<file path="config.mk">
export PLATFORM = sky130hd
export DESIGN_NAME = cpu_boot_ctrl
export DESIGN_NICKNAME = d
export VERILOG_FILES = /design/src/rtl/cpu_boot_pkg.sv /design/src/rtl/boot_word_counter.sv /design/src/rtl/cpu_boot_ctrl.sv
export SDC_FILE = /design/constraint.sdc
export NUM_CORES = 1
export LEC_CHECK = 0
export ABC_AREA = 1
export BUFFER_PORTS_ARGS = -buffer_cell sky130_fd_sc_hd__buf_2
export CAP_MARGIN = 0
export CORE_AREA = 2 2 191 193
export CTS_CLUSTER_DIAMETER = 150
export DETAILED_ROUTE_END_ITERATION = 10
export DIE_AREA = 0 0 193 195
export GPL_ROUTABILITY_DRIVEN = 0
export SYNTH_ARGS = -nofsm -noshare
export SYNTH_HDL_FRONTEND = slang
export SYNTH_HIERARCHICAL = 1
export SYNTH_SLANG_ARGS = --single-unit
</file>
<file path="constraint.sdc">
create_clock -name clk -period 7.75 [get_ports clk]
set_input_delay 0.3875 -clock clk [delete_from_list [all_inputs] [get_ports clk]]
set_output_delay 0.3875 -clock clk [all_outputs]
set_load 0.02 [all_outputs]
</file>
<file path="src/rtl/cpu_boot_pkg.sv">
// rtl/cpu_boot_pkg.sv - shared state encoding, strides and depths for the CPU boot sequencer
package cpu_boot_pkg;

  localparam int IMEM_WORDS_DEF = 512;
  localparam int DMEM_WORDS_DEF = 1024;
  localparam int IMEM_STRIDE    = 4;
  localparam int DMEM_STRIDE    = 8;
  localparam int IDX_W          = 11;

  typedef enum logic [2:0] {
    ST_IDLE,
    ST_LOAD_I,
    ST_LOAD_D,
    ST_RUN,
    ST_DUMP_RD,
    ST_DUMP_WAIT,
    ST_DUMP_HOLD,
    ST_DONE
  } state_t;

  // Earliest remaining phase that has work to do; empty jobs fall through to DONE.
  function automatic state_t first_phase(input logic has_i, input logic has_d,
                                         input logic has_r, input logic has_u);
    if (has_i) return ST_LOAD_I;
    if (has_d) return ST_LOAD_D;
    if (has_r) return ST_RUN;
    if (has_u) return ST_DUMP_RD;
    return ST_DONE;
  endfunction

endpackage

</file>
<file path="src/rtl/boot_word_counter.sv">
// rtl/boot_word_counter.sv - clearable up-counter with terminal-count flag
module boot_word_counter #(
  parameter int W = 11
) (
  input  logic         i_clk,
  input  logic         i_arst,
  input  logic         i_clr,
  input  logic         i_inc,
  input  logic [W-1:0] i_term,
  output logic [W-1:0] o_cnt,
  output logic         o_tc
);

  logic [W-1:0] r_cnt;

  // Clear wins over increment so a phase can restart on the cycle it is entered.
  always_ff @(posedge i_clk or posedge i_arst) begin
    if (i_arst) begin
      r_cnt <= '0;
    end else if (i_clr) begin
      r_cnt <= '0;
    end else if (i_inc) begin
      r_cnt <= r_cnt + W'(1);
    end
  end

  assign o_cnt = r_cnt;
  assign o_tc  = (r_cnt == i_term);

endmodule

</file>
<file path="src/rtl/cpu_boot_ctrl.sv">
// rtl/cpu_boot_ctrl.sv - load/run/dump sequencer owning the CPU memories, enable and reset
module cpu_boot_ctrl
  import cpu_boot_pkg::*;
#(
  parameter int IMEM_WORDS = IMEM_WORDS_DEF,
  parameter int DMEM_WORDS = DMEM_WORDS_DEF,
  parameter int CNT_W      = 32
) (
  input  logic             clk,
  input  logic             arst,
  input  logic             start,
  input  logic [9:0]       imem_len,
  input  logic [10:0]      dmem_len,
  input  logic [CNT_W-1:0] run_cycles,
  input  logic [10:0]      dump_len,
  input  logic             in_valid,
  output logic             in_ready,
  input  logic [63:0]      in_data,
  output logic             out_valid,
  input  logic             out_ready,
  output logic [63:0]      out_data,
  output logic             busy,
  output logic             done,
  output logic             cpu_enable,
  output logic             cpu_arst_n,
  output logic [63:0]      addr_ext,
  output logic             wen_ext,
  output logic             ren_ext,
  output logic [31:0]      wdata_ext,
  output logic [63:0]      addr_ext_2,
  output logic             wen_ext_2,
  output logic             ren_ext_2,
  output logic [63:0]      wdata_ext_2,
  input  logic [63:0]      rdata_ext_2
);

  localparam logic [IDX_W-1:0] IMEM_MAX = IDX_W'(IMEM_WORDS);
  localparam logic [IDX_W-1:0] DMEM_MAX = IDX_W'(DMEM_WORDS);

  state_t             r_state, w_state_next;
  logic [IDX_W-1:0]   r_imem_len, r_dmem_len, r_dump_len;
  logic [CNT_W-1:0]   r_run_cycles;
  logic               r_released;
  logic [63:0]        r_out_data;

  logic [IDX_W-1:0]   w_imem_cl, w_dmem_cl, w_dump_cl;
  logic               w_start_ok;
  logic [IDX_W-1:0]   w_idx, w_idx_term;
  logic               w_idx_tc, w_idx_clr, w_idx_inc;
  logic [CNT_W-1:0]   w_run_cnt_unused;
  logic               w_run_tc;
  logic               w_in_dump;

  assign w_imem_cl  = ({1'b0, imem_len} > IMEM_MAX) ? IMEM_MAX : {1'b0, imem_len};
  assign w_dmem_cl  = (dmem_len > DMEM_MAX) ? DMEM_MAX : dmem_len;
  assign w_dump_cl  = (dump_len > DMEM_MAX) ? DMEM_MAX : dump_len;
  assign w_start_ok = start && (r_state == ST_IDLE || r_state == ST_DONE);
  assign w_in_dump  = (r_state == ST_DUMP_RD) || (r_state == ST_DUMP_WAIT) ||
                      (r_state == ST_DUMP_HOLD);

  // One shared index: restart on entering a new phase, but keep it across the dump loop.
  assign w_idx_clr  = (w_state_next != r_state) && !w_in_dump;
  assign w_idx_term = (r_state == ST_LOAD_I) ? r_imem_len - 11'd1 :
                      (r_state == ST_LOAD_D) ? r_dmem_len - 11'd1 :
                                               r_dump_len - 11'd1;

  boot_word_counter #(.W(IDX_W)) u_idx_cnt (
    .i_clk  (clk),
    .i_arst (arst),
    .i_clr  (w_idx_clr),
    .i_inc  (w_idx_inc),
    .i_term (w_idx_term),
    .o_cnt  (w_idx),
    .o_tc   (w_idx_tc)
  );

  // The run phase only needs the terminal flag, not the count itself.
  boot_word_counter #(.W(CNT_W)) u_run_cnt (
    .i_clk  (clk),
    .i_arst (arst),
    .i_clr  (r_state != ST_RUN),
    .i_inc  (r_state == ST_RUN),
    .i_term (r_run_cycles - CNT_W'(1)),
    .o_cnt  (w_run_cnt_unused),
    .o_tc   (w_run_tc)
  );

  // State register, job parameters, CPU-release flag and readback holding register.
  always_ff @(posedge clk or posedge arst) begin
    if (arst) begin
      r_state      <= ST_IDLE;
      r_imem_len   <= '0;
      r_dmem_len   <= '0;
      r_dump_len   <= '0;
      r_run_cycles <= '0;
      r_released   <= 1'b0;
      r_out_data   <= '0;
    end else begin
      r_state <= w_state_next;
      if (w_start_ok) begin
        r_imem_len   <= w_imem_cl;
        r_dmem_len   <= w_dmem_cl;
        r_dump_len   <= w_dump_cl;
        r_run_cycles <= run_cycles;
        r_released   <= 1'b0;
      end else if (r_state == ST_RUN) begin
        r_released <= 1'b1;
      end
      if (r_state == ST_DUMP_WAIT) begin
        r_out_data <= rdata_ext_2;
      end
    end
  end

  // Next state and per-state memory/stream strobes.
  always_comb begin
    w_state_next = r_state;
    in_ready     = 1'b0;
    out_valid    = 1'b0;
    cpu_enable   = 1'b0;
    wen_ext      = 1'b0;
    addr_ext     = '0;
    wdata_ext    = '0;
    wen_ext_2    = 1'b0;
    ren_ext_2    = 1'b0;
    addr_ext_2   = '0;
    wdata_ext_2  = '0;
    w_idx_inc    = 1'b0;
    case (r_state)
      ST_IDLE, ST_DONE: begin
        if (start) begin
          w_state_next = first_phase(w_imem_cl != '0, w_dmem_cl != '0,
                                     run_cycles != '0, w_dump_cl != '0);
        end
      end
      ST_LOAD_I: begin
        in_ready = 1'b1;
        addr_ext = 64'(w_idx) * 64'(IMEM_STRIDE);
        if (in_valid) begin
          wen_ext   = 1'b1;
          wdata_ext = in_data[31:0];
          w_idx_inc = 1'b1;
          if (w_idx_tc) begin
            w_state_next = first_phase(1'b0, r_dmem_len != '0,
                                       r_run_cycles != '0, r_dump_len != '0);
          end
        end
      end
      ST_LOAD_D: begin
        in_ready   = 1'b1;
        addr_ext_2 = 64'(w_idx) * 64'(DMEM_STRIDE);
        if (in_valid) begin
          wen_ext_2   = 1'b1;
          wdata_ext_2 = in_data;
          w_idx_inc   = 1'b1;
          if (w_idx_tc) begin
            w_state_next = first_phase(1'b0, 1'b0, r_run_cycles != '0, r_dump_len != '0);
          end
        end
      end
      ST_RUN: begin
        cpu_enable = 1'b1;
        if (w_run_tc) begin
          w_state_next = (r_dump_len != '0) ? ST_DUMP_RD : ST_DONE;
        end
      end
      ST_DUMP_RD: begin
        ren_ext_2    = 1'b1;
        addr_ext_2   = 64'(w_idx) * 64'(DMEM_STRIDE);
        w_state_next = ST_DUMP_WAIT;
      end
      ST_DUMP_WAIT: begin
        w_state_next = ST_DUMP_HOLD;
      end
      ST_DUMP_HOLD: begin
        out_valid = 1'b1;
        if (out_ready) begin
          w_idx_inc    = 1'b1;
          w_state_next = w_idx_tc ? ST_DONE : ST_DUMP_RD;
        end
      end
      default: w_state_next = ST_IDLE;
    endcase
  end

  assign ren_ext    = 1'b0;
  assign out_data   = r_out_data;
  assign done       = (r_state == ST_DONE);
  assign busy       = (r_state != ST_IDLE) && (r_state != ST_DONE);
  assign cpu_arst_n = (r_state == ST_RUN) || r_released;

endmodule

</file>
==> results.yml <==
place:
  postPlaceCellArea_um2: 13500
  io_buffer_count: 387
  place.detailed.hpwl_um: 35800
  dp.cells: 2346
finish:
  nFillCells: 3747
  layout-drive-gt1-share_pct: 29.5
  instances_no_fill: 2380
  area.growth.synth_to_final_pct: 21.9
  fin_nets: 2106
  fin_area_um2: 14100
  final_core_util_pct: 39.8
routing:
  vias: 11100
  ant_nets: 0
  dr_wl_met2_um: 20200
  first_pass_iters: 5
  top_layer: "met5"
  wl_um: 43300
  vias_per_cell: 4.65
  routedWlPerCell_um: 18.2
  drc: 0
  wl_met1_um: 17500
  drt_iter0_markers: 670
  wl_met3_um: 4110
synthesis:
  yosysUniqueCellTypes: 45
  synth-async-reset-ratio_pct: 100
  ys_ff_latch: 175
  yosysWarningCount: 6
  ys.flop_type: "dfrtp_1"
  synth_edf_count: 0
  avgSynthCellArea_um2: 7.52
  synthCells: 1539
  syn_area_um2: 11600
  seq_area_frac_synth_pct: 37.9
clock_network:
  root_buffer: "clkbuf_16"
  clkSlewWorstSetupHoldPaths_ns: 0.08
  cts-buffers-inserted: 17
  cts_tree: "done"
  htree_levels: 4
  clockBufferDepth: 2
  postCtsSetupRepairBufs: 0
  clkLatencyLatePin_ns: 0.44
  cts_sinks: 175
  cts-resized-gates: 0
  ctsHoldBuffers: 0
setup_path:
  critPathKind: "reg2reg"
  r2r-start: "r_state[2]$_DFF_PP0_"
  critPathMaxStageDelay_ns: 0.46
  cp_max_fo: 48
  r2r_end: "u_idx_cnt/o_cnt[8]$_DFFE_PP0P_"
  r2r_cells: 30
  critPathLaunchType: "register"
  crit_slowest_cell: "dfrtp_1"
  r2r_slack_ns: 2.67
  cp.required_ns: 8.08
  crit_top_cell: "nor2_1"
  cp_data_arrival_time_ns: 5.41
  critPathCaptureType: "register"
die:
  core_area_um2: 35400
  start_util_pct: 32.7
  die_h_um: 195
  die_w_um: 193
  ios: 495
  core.rowCount: 69
  dieArea_um2: 37600
sta:
  slew_viol_final: 0
  tns_ns: 0
  rsz0062_at_grt: "false"
  hold_violations: 0
  report.final.setup_viol: 0
  slew_headroom_pct: 33.4
  period_minus_slack_ns: 5.08
  worst_pin_slew_ns: 0.996
  fin_crit_sh_pct: 65.5
  fin_skew_ns: 0.0163
  max_freq_ghz: 0.197
hold_path:
  hold_path.class: "in2async"
global_routing:
  grtUsageTotal_pct: 22.9
  grt_pass1_vias: 10700
  overflow: 0
  grt_max_degree: 94
  grt_pass1_wl_um: 64300
  antenna_found_initial: 5
pwr:
  irDropWorstVdd_mv: 0.242
  power_mw: 4.96
  p_per_area_nw_per_um2: 352
  p_leak_nw: 7.47
run_status:
  status: "completed"
job:
  cap_violations: 0
per-stage QoR:
stage,hold WS [ns],worst slack [ns]
3_3_place_gp,0.480,3.04
5_1_grt,0.0391,2.20
6_report,0.00962,2.67
3_5_place_dp,0.479,2.79
4_1_cts,0.0276,2.76
2_1_floorplan,0.240,3.82
worst max-delay path by stage:
stage                    startpoint                              to  slack [ns]  depth (start not counted)
4_1_cts        r_state[2]$_DFF_PP0_  u_idx_cnt/o_cnt[8]$_DFFE_PP0P_        2.76                         30
2_1_floorplan  r_state[2]$_DFF_PP0_  u_idx_cnt/o_cnt[8]$_DFFE_PP0P_        3.82                         31
5_1_grt        r_state[2]$_DFF_PP0_  u_idx_cnt/o_cnt[9]$_DFFE_PP0P_        2.20                         32
3_3_place_gp   r_state[1]$_DFF_PP0_  u_idx_cnt/o_cnt[8]$_DFFE_PP0P_        3.04                         32
6_report       r_state[2]$_DFF_PP0_  u_idx_cnt/o_cnt[8]$_DFFE_PP0P_        2.67                         30
3_5_place_dp   r_state[2]$_DFF_PP0_  u_idx_cnt/o_cnt[8]$_DFFE_PP0P_        2.79                         30
critical path, delay by kind of cell, from the launching register on:
family / cells / cell delay [ns]
AND/OR/NAND/NOR: 19 / 2.81
AO/OA/AOI/OAI: 4 / 0.63
buffers and inverters: 4 / 0.50
flip-flops: 1 / 0.46
XOR/XNOR: 2 / 0.37
adder cells (fa/ha/maj): 1 / 0.19
cell usage after synthesis (5+ instances only):
cell type  count  area share [%]
dfrtp_1      175              38
o21ai_1        6            0.26
nor2_4        10            0.97
nor3_1        12            0.52
inv_2         10            0.32
nor2_2        17            0.92
o21ai_0       61             2.6
o211ai_1       7            0.45
clkbuf_1      17            0.55
ha_1           5            0.54
nor2_1       293             9.5
buf_2         18            0.78
nand3_1       57             2.5
mux2_2        64             6.2
o22ai_1       18            0.97
nand2_2       14            0.76
xnor2_1       13            0.98
buf_4        109             7.1
nand2_1      293             9.5
a21oi_1       34             1.5
xor2_1        62             4.7
inv_1        186             6.0
nand4_1       15            0.81
nand3_2        7            0.61
layer usage:
metal,vias up,track usage (%)
li1,5318,-
met1,5161,28.1
met2,538,37.2
met3,57,7.48
met4,4,8.56
met5,-,0
placed cells by master (no fill, tap or decap), types with 3 or more instances in the layout:
master     Yosys  routed
a21oi_1       34      34
buf_2         18     387
buf_4        109       4
clkbuf_16      0      17
clkinv_2       0       3
clkinv_4       0       3
conb_1         1     107
dfrtp_1      175     175
ha_1           5       5
inv_1        186     185
inv_2         10      10
inv_6          0       4
mux2_2        64      64
nand2_1      293     292
nand2_2       14      15
nand3_1       57      57
nand3_2        7       7
nand4_1       15      15
nor2_1       293     292
nor2_2        17      17
nor2_4        10      11
nor2_8         3       3
nor3_1        12      12
o211ai_1       7       7
o21ai_0       61      61
o21ai_1        6       6
o21ai_2        4       4
o22ai_1       18      18
xnor2_1       13      13
xor2_1        62      62
logic make-up (layout without fill, tap and decap cells):
kind of cell | Yosys count | count (layout) | synth area share [%]
compound gates | 139 | 139 | 6.75
xor+xnor | 75 | 75 | 5.68
fa+ha+maj | 5 | 5 | 0.541
buf+inv | 348 | 620 | 15.2
flops | 175 | 175 | 37.9
mux | 64 | 64 | 6.23
other cells | 1 | 109 | 0.0324
simple gates | 732 | 732 | 27.7
area by class of cell:
class | instances | area (um^2) | share of cell area (%)
Tap cell | 461 | 577 | 4.09
Sequential cell | 175 | 4380 | 31.1
Timing Repair Buffer | 391 | 1970 | 14.0
Clock buffer | 18 | 439 | 3.12
Inverter | 197 | 742 | 5.26
Antenna cell | 2 | 5.00 | 0.0355
Clock inverter | 14 | 155 | 1.10
Multi-Input combinational cell | 1122 | 5830 | 41.4
sequential cells by signal, summed over array words and instances (netlist names):
name,cells
r_imem_len,10
r_dump_len,11
r_run_cycles,32
u_run_cnt/o_cnt,32
out_data,64
r_dmem_len,11
u_idx_cnt/o_cnt,11
r_state,3
r_released,1
power breakdown:
group	total [mW]	internal, mW	switching, mW
registers	1.48	1.26	0.222
logic	2.59	0.877	1.71
clock network	0.888	0.490	0.398
Power figures use the tool's default switching activity.
